File: config.mk
export PLATFORM = sky130hd
export DESIGN_NAME = mem_bridge
export DESIGN_NICKNAME = d
export VERILOG_FILES = /design/src/rtl/mem_bridge.sv
export SDC_FILE = /design/constraint.sdc
export NUM_CORES = 1
export LEC_CHECK = 0
export ABC_AREA = 1
export BUFFER_PORTS_ARGS = -buffer_cell sky130_fd_sc_hd__buf_2
export CAP_MARGIN = 20
export CORE_MARGIN = 1.5
export CORE_UTILIZATION = 52
export CTS_BUF_LIST = sky130_fd_sc_hd__clkbuf_2 sky130_fd_sc_hd__clkbuf_4 sky130_fd_sc_hd__clkbuf_8
export CTS_CLUSTER_SIZE = 28
export DETAILED_ROUTE_END_ITERATION = 6
export GPL_TIMING_DRIVEN = 1
export HOLD_SLACK_MARGIN = 0.12
export PLACE_DENSITY = 0.85
export RECOVER_POWER = 100
export SLEW_MARGIN = 0
export SYNTH_ARGS = -nofsm -noshare
export SYNTH_HDL_FRONTEND = slang
export SYNTH_SLANG_ARGS = --single-unit
File: constraint.sdc
create_clock -name clk -period 1.96 [get_ports clk]
set_clock_uncertainty 0.15 [all_clocks]
set_input_delay 0.49 -clock clk [delete_from_list [all_inputs] [get_ports clk]]
set_output_delay 0.49 -clock clk [all_outputs]
set_load 0.005 [all_outputs]
File: src/rtl/mem_bridge.sv
// Core-to-bus memory bridge: splits sized byte accesses into one or two
// word-aligned beats with byte enables, and aligns/extends returned load data.
module mem_bridge #(
  parameter bit ALLOW_MISALIGNED = 1'b1
) (
  input  logic        clk,
  input  logic        rst,
  input  logic        req_valid,
  output logic        req_ready,
  input  logic        req_we,
  input  logic [31:0] req_addr,
  input  logic [2:0]  req_size,
  input  logic [31:0] req_wdata,
  output logic        rsp_valid,
  output logic        rsp_err,
  output logic [31:0] rsp_rdata,
  output logic        bus_valid,
  input  logic        bus_ready,
  output logic [29:0] bus_addr,
  output logic        bus_we,
  output logic [3:0]  bus_be,
  output logic [31:0] bus_wdata,
  input  logic        bus_rvalid,
  input  logic [31:0] bus_rdata
);

  typedef enum logic [2:0] {
    S_IDLE = 3'd0,
    S_REQ0 = 3'd1,
    S_RD0  = 3'd2,
    S_REQ1 = 3'd3,
    S_RD1  = 3'd4
  } state_t;

  function automatic logic [3:0] f_mask(input logic [2:0] size);
    case (size)
      3'd0, 3'd4: f_mask = 4'b0001;
      3'd1, 3'd5: f_mask = 4'b0011;
      3'd2:       f_mask = 4'b1111;
      default:    f_mask = 4'b0000;
    endcase
  endfunction

  function automatic logic f_illegal(input logic [2:0] size);
    f_illegal = (size == 3'd3) || (size == 3'd6) || (size == 3'd7);
  endfunction

  function automatic logic f_misaligned(input logic [2:0] size, input logic [1:0] off);
    case (size)
      3'd1, 3'd5: f_misaligned = off[0];
      3'd2:       f_misaligned = (off != 2'd0);
      default:    f_misaligned = 1'b0;
    endcase
  endfunction

  state_t      r_state;
  logic        r_req_ready;
  logic [31:0] r_addr;
  logic [2:0]  r_size;
  logic        r_we;
  logic [3:0]  r_be_hi;
  logic [31:0] r_wd_hi;
  logic [31:0] r_lo;
  logic        r_rsp_valid;
  logic        r_rsp_err;
  logic [31:0] r_rsp_rdata;
  logic        r_bus_valid;
  logic [29:0] r_bus_addr;
  logic        r_bus_we;
  logic [3:0]  r_bus_be;
  logic [31:0] r_bus_wdata;

  logic [3:0]  w_mask;
  logic [7:0]  w_be8;
  logic [63:0] w_wd64;
  logic        w_reject;
  logic        w_two;
  logic [31:0] w_lo;
  logic [31:0] w_hi;
  logic [31:0] w_raw;
  logic [31:0] w_load;

  // Decode of the incoming request: lane mask, shifted enables/data, reject.
  always_comb begin
    w_mask   = f_mask(req_size);
    w_be8    = {4'b0000, w_mask} << req_addr[1:0];
    w_wd64   = {req_wdata, req_wdata} << {req_addr[1:0], 3'b000};
    w_reject = f_illegal(req_size) ||
               (!ALLOW_MISALIGNED && f_misaligned(req_size, req_addr[1:0]));
    w_two    = (r_be_hi != 4'b0000);
  end

  // Load alignment: the final beat's word comes straight from the bus.
  always_comb begin
    w_lo = r_lo;
    w_hi = 32'd0;
    if (r_state == S_RD0) begin
      w_lo = bus_rdata;
    end else if (r_state == S_RD1) begin
      w_hi = bus_rdata;
    end else begin
      w_hi = 32'd0;
    end
    w_raw = 32'({w_hi, w_lo} >> {r_addr[1:0], 3'b000});
    case (r_size)
      3'd0:    w_load = {{24{w_raw[7]}}, w_raw[7:0]};
      3'd4:    w_load = {24'd0, w_raw[7:0]};
      3'd1:    w_load = {{16{w_raw[15]}}, w_raw[15:0]};
      3'd5:    w_load = {16'd0, w_raw[15:0]};
      default: w_load = w_raw;
    endcase
  end

  // Request/beat sequencing FSM with registered bus and response outputs.
  always_ff @(posedge clk) begin
    if (rst) begin
      r_state     <= S_IDLE;
      r_req_ready <= 1'b1;
      r_addr      <= 32'd0;
      r_size      <= 3'd0;
      r_we        <= 1'b0;
      r_be_hi     <= 4'd0;
      r_wd_hi     <= 32'd0;
      r_lo        <= 32'd0;
      r_rsp_valid <= 1'b0;
      r_rsp_err   <= 1'b0;
      r_rsp_rdata <= 32'd0;
      r_bus_valid <= 1'b0;
      r_bus_addr  <= 30'd0;
      r_bus_we    <= 1'b0;
      r_bus_be    <= 4'd0;
      r_bus_wdata <= 32'd0;
    end else begin
      r_rsp_valid <= 1'b0;
      r_rsp_err   <= 1'b0;
      r_rsp_rdata <= 32'd0;
      case (r_state)
        S_IDLE: begin
          if (req_valid && r_req_ready) begin
            r_addr  <= req_addr;
            r_size  <= req_size;
            r_we    <= req_we;
            r_be_hi <= w_be8[7:4];
            r_wd_hi <= w_wd64[63:32];
            if (w_reject) begin
              r_rsp_valid <= 1'b1;
              r_rsp_err   <= 1'b1;
            end else begin
              r_state     <= S_REQ0;
              r_req_ready <= 1'b0;
              r_bus_valid <= 1'b1;
              r_bus_addr  <= req_addr[31:2];
              r_bus_we    <= req_we;
              r_bus_be    <= w_be8[3:0];
              r_bus_wdata <= w_wd64[31:0];
            end
          end
        end
        S_REQ0: begin
          if (bus_ready) begin
            if (r_we && w_two) begin
              r_state     <= S_REQ1;
              r_bus_addr  <= r_addr[31:2] + 30'd1;
              r_bus_be    <= r_be_hi;
              r_bus_wdata <= r_wd_hi;
            end else begin
              r_bus_valid <= 1'b0;
              r_bus_addr  <= 30'd0;
              r_bus_we    <= 1'b0;
              r_bus_be    <= 4'd0;
              r_bus_wdata <= 32'd0;
              if (r_we) begin
                r_state     <= S_IDLE;
                r_req_ready <= 1'b1;
                r_rsp_valid <= 1'b1;
              end else begin
                r_state <= S_RD0;
              end
            end
          end
        end
        S_RD0: begin
          if (bus_rvalid) begin
            r_lo <= bus_rdata;
            if (w_two) begin
              r_state     <= S_REQ1;
              r_bus_valid <= 1'b1;
              r_bus_addr  <= r_addr[31:2] + 30'd1;
              r_bus_we    <= 1'b0;
              r_bus_be    <= r_be_hi;
              r_bus_wdata <= 32'd0;
            end else begin
              r_state     <= S_IDLE;
              r_req_ready <= 1'b1;
              r_rsp_valid <= 1'b1;
              r_rsp_rdata <= w_load;
            end
          end
        end
        S_REQ1: begin
          if (bus_ready) begin
            r_bus_valid <= 1'b0;
            r_bus_addr  <= 30'd0;
            r_bus_we    <= 1'b0;
            r_bus_be    <= 4'd0;
            r_bus_wdata <= 32'd0;
            if (r_we) begin
              r_state     <= S_IDLE;
              r_req_ready <= 1'b1;
              r_rsp_valid <= 1'b1;
            end else begin
              r_state <= S_RD1;
            end
          end
        end
        S_RD1: begin
          if (bus_rvalid) begin
            r_state     <= S_IDLE;
            r_req_ready <= 1'b1;
            r_rsp_valid <= 1'b1;
            r_rsp_rdata <= w_load;
          end
        end
        default: begin
          r_state     <= S_IDLE;
          r_req_ready <= 1'b1;
          r_bus_valid <= 1'b0;
        end
      endcase
    end
  end

  assign req_ready = r_req_ready;
  assign rsp_valid = r_rsp_valid;
  assign rsp_err   = r_rsp_err;
  assign rsp_rdata = r_rsp_rdata;
  assign bus_valid = r_bus_valid;
  assign bus_addr  = r_bus_addr;
  assign bus_we    = r_bus_we;
  assign bus_be    = r_bus_be;
  assign bus_wdata = r_bus_wdata;

endmodule
==> summary.md <==
- **result of the run** complete, no violations
- **CTS Buf Count** 37
- **Arrival @ worst endpoint** 2190 ps
- **share of the clock period used by the worst path** 97.5%
- **Critical Path Slowest Stage Cell** sky130_fd_sc_hd__dfxtp_2
- **post-route minimum period** 1910 ps
- **area of the die** 21500 um^2
- **worst path buffer plus inverter count** 1
- **commonest non-fill, non-tap cells in the layout** sky130_fd_sc_hd__nand2_1 (363), sky130_fd_sc_hd__a21oi_1 (212), sky130_fd_sc_hd__dfxtp_1 (204)
- **type of the worst setup path** register to register
- **post-synthesis to final-layout area growth** 27.6%
- **sequential cell area fraction in the yosys report** 39.0%
- **internal reg-to-reg setup slack** 50 ps
- **largest delay contributor family on the critical path** simple AND/OR/NAND/NOR gates
- **Fin. Hold Viols** 0
- **worst path setup slack after routing** 48.6 ps
- **slew at the pin closest to its max-slew limit** 692 ps
- **synthesized instance count** 1627
- **summed area of non-filler cells in the final layout** 13700 um^2
- **Die Y** 147 um
- **number of placed cells counting well taps** 2073
- **WL final** 34.9 mm
- **longest individual stage delay on the worst path** 360 ps
- **CTS HTree Levels** 2
- **post-detailed-placement cell area** 12400 um^2
- **number of global-route vias before repair** 11537
- **Max Transition Viols Final** 0
- **grt ovf** 0
- **CTS tree** built
- **maximum number of pins on one net before global-route repair** 65
- **kind of launch point of the worst setup path** register
- **most common cell after layout, fill and taps aside** sky130_fd_sc_hd__nand2_1
- **syn_area_per_cell** 6.59 um^2
- **number of antenna violations at the first check in global routing** 2
- **global routing usage summed across all routing layers** 31.5%
- **post-CTS clock slew at the launch and capture registers of the worst setup and hold paths** 60 ps
- **Layout fillers** 1769
- **detail-routed via count per cell** 5.62
- **first-pass GRT wire length** 55.5 mm
- **post-DR wirelength/cell** 15.9 um
- **die width** 147 um
- **GR Util met3** 5.56%
- **root buffer selected by CTS** sky130_fd_sc_hd__clkbuf_8
- **boundary pin count** 208
- **synthesized net count** 1733
- **Max VDD drop** 0.965 mV
- **pre-CTS worst setup slack** -83.5 ps
- **peak clock frequency supported by timing** 523 MHz
- **warnings from Yosys** 0
- **Pleak** 0.00602 uW
- **count of unresolved DRC violations after routing** 0
- **Layout Cells excl Fill** 2195
- **top fanout value on the critical path** 4
- **post-layout net count** 2009
- **most heavily used metal layer in global routing** met2
- **Worst Setup End Kind** register
- **PwrDens** 1260 nW/um^2
- **number of violations reported at the end of detailed-routing iteration 0** 1007
- **type of the worst min-delay path** input pin to register
- **Starting Density** 53.0%
- **post-synthesis cell area** 10700 um^2
- **worst slew margin relative to its limit** 53.9%
- **maximum clock path buffer count** 3
- **global placer's final weighted congestion** 0.990
- **global routing usage on met1** 39.9%
- **final HPWL from detailed placement** 23.3 mm
- **area of the core** 20200 um^2
- **clock latency reported for the late side of the worst-skew pair** 550 ps
- **Required @ worst endpoint** 2240 ps
- **final sum of negative setup slack** 0 ps
- **number of distinct library cells after synthesis** 39
- **minimum hold slack** 140 ps
- **Port Buf Inserts** 207
- **flop and latch count out of synthesis** 209
- **Setup Viol. Count Final** 0
- **final antenna-violating net count** 0
- **count of clock tree sinks** 209
- **number of rows in the core area** 52
- **fraction of final layout cells with drive strength greater than 1** 18.2%
- **number of maximum-capacitance constraint violations** 0
- **DRT Pass-1 Iters** 6
- **critical path, cell by cell** ha_4 -> nand2_1 -> nor2_2 -> buf_4 -> nand4_1 -> nor2_2 -> nand3_1 -> nand3_1 -> a21oi_1
- **met2 track demand over resource** 51.8%
- **routed via count** 12327
==> layer usage <==
| layer | part of all wire [%] | routed length, um |
|---|---|---|
| met1 | 39 | 13700 |
| met2 | 46 | 16200 |
| met3 | 11 | 3700 |
| met4 | 4.1 | 1430 |
| met5 | 0 | 0 |
==> timing repair <==
item / in CTS / in global routing
endpoints found under the hold margin: 74 / 0
resized for setup: 0 / 37
endpoints found under the setup margin: 0 / 128
hold buffers: 58 / 0
buffers inserted: 0 / 3
==> synth_stat cells <==
| cell type | count | area, um^2 |
|---|---|---|
| sky130_fd_sc_hd__a211oi_1 | 19 | 143 |
| sky130_fd_sc_hd__a21oi_1 | 213 | 1070 |
| sky130_fd_sc_hd__a21oi_2 | 1 | 8.76 |
| sky130_fd_sc_hd__a22oi_1 | 2 | 15.0 |
| sky130_fd_sc_hd__a31oi_1 | 23 | 144 |
| sky130_fd_sc_hd__buf_1 | 4 | 15.0 |
| sky130_fd_sc_hd__buf_2 | 29 | 145 |
| sky130_fd_sc_hd__buf_4 | 8 | 60.1 |
| sky130_fd_sc_hd__buf_6 | 4 | 45.0 |
| sky130_fd_sc_hd__clkbuf_1 | 64 | 240 |
| sky130_fd_sc_hd__clkinv_1 | 2 | 7.51 |
| sky130_fd_sc_hd__dfxtp_1 | 209 | 4180 |
| sky130_fd_sc_hd__ha_1 | 1 | 12.5 |
| sky130_fd_sc_hd__inv_1 | 132 | 495 |
| sky130_fd_sc_hd__inv_2 | 5 | 18.8 |
| sky130_fd_sc_hd__inv_4 | 1 | 6.26 |
| sky130_fd_sc_hd__nand2_1 | 366 | 1370 |
| sky130_fd_sc_hd__nand2_2 | 3 | 18.8 |
| sky130_fd_sc_hd__nand2_4 | 2 | 22.5 |
| sky130_fd_sc_hd__nand3_1 | 114 | 571 |
| sky130_fd_sc_hd__nand3_2 | 5 | 50.1 |
| sky130_fd_sc_hd__nand3_4 | 1 | 17.5 |
| sky130_fd_sc_hd__nand4_1 | 15 | 93.8 |
| sky130_fd_sc_hd__nor2_1 | 145 | 544 |
| sky130_fd_sc_hd__nor2_2 | 1 | 6.26 |
| sky130_fd_sc_hd__nor2_4 | 6 | 67.6 |
| sky130_fd_sc_hd__nor3_1 | 8 | 40.0 |
| sky130_fd_sc_hd__o2111ai_1 | 5 | 43.8 |
| sky130_fd_sc_hd__o211ai_1 | 6 | 45.0 |
| sky130_fd_sc_hd__o21a_1 | 2 | 15.0 |
| sky130_fd_sc_hd__o21ai_0 | 196 | 981 |
| sky130_fd_sc_hd__o21ai_1 | 12 | 60.1 |
| sky130_fd_sc_hd__o21ai_2 | 1 | 8.76 |
| sky130_fd_sc_hd__o22ai_1 | 4 | 25.0 |
| sky130_fd_sc_hd__o31ai_1 | 2 | 15.0 |
| sky130_fd_sc_hd__or2_0 | 1 | 6.26 |
| sky130_fd_sc_hd__or2_1 | 1 | 6.26 |
| sky130_fd_sc_hd__or2_2 | 9 | 56.3 |
| sky130_fd_sc_hd__xor2_1 | 5 | 43.8 |
==> where the power goes <==
part	switching, uW	internal, uW	total, uW
registers	724	5390	6120
logic	4400	2530	6930
clock network	1810	2350	4160
==> per-stage QoR <==
stage / utilization (%) / total power [uW]
2_1_floorplan: - / 10500
3_3_place_gp: 61.2 / 13100
3_5_place_dp: 61.2 / 13300
4_1_cts: 67.8 / 17200
5_1_grt: 67.6 / 18300
6_report: 67.6 / 17200
==> tightest hold or removal path: cells and delay by family <==
kind | cells | cell delay (ps)
AO/OA/AOI/OAI | 1 | 60
AND/OR/NAND/NOR | 1 | 100
buffers and inverters | 1 | 120
==> state kept, by name, indices dropped and copies added (netlist names), 4 cells and up <==
register,cells
bus_addr,30
bus_be,4
bus_wdata,32
r_addr,32
r_lo,32
r_wd_hi,32
rsp_rdata,32
==> worst paths after layout <==
check / start / end / depth (start not counted)
max: r_addr[3] / bus_addr[28] / 9
min: bus_rdata[9] / r_lo[9] / 3
max reg2reg: r_addr[3] / bus_addr[28] / 9
min reg2reg: r_lo[21] / r_lo[21] / 2
==> cell type report <==
type	instances	area, um^2	area share (%)
inverters	140	533	3.90
clock inverters	5	61.3	0.448
diodes	2	5.00	0.0366
well taps	270	338	2.47
clock buffers	54	681	4.98
flip-flops and latches	209	4190	30.6
multi-input cells	1169	5570	40.7
repair buffers	346	2300	16.8
==> kinds of logic (layout without fill, tap and decap cells) <==
logic type      after synthesis  after routing  share of synthesized area, %
compound gates              486            486                          24.0
buf+inv                     249            545                          9.64
flops                       209            209                          39.0
xor+xnor                      5              5                         0.409
simple gates                677            677                          26.8
fa+ha+maj                     1              1                         0.117
other cells                   0              2                             0
No activity file was read; power rests on OpenSTA's default activity.
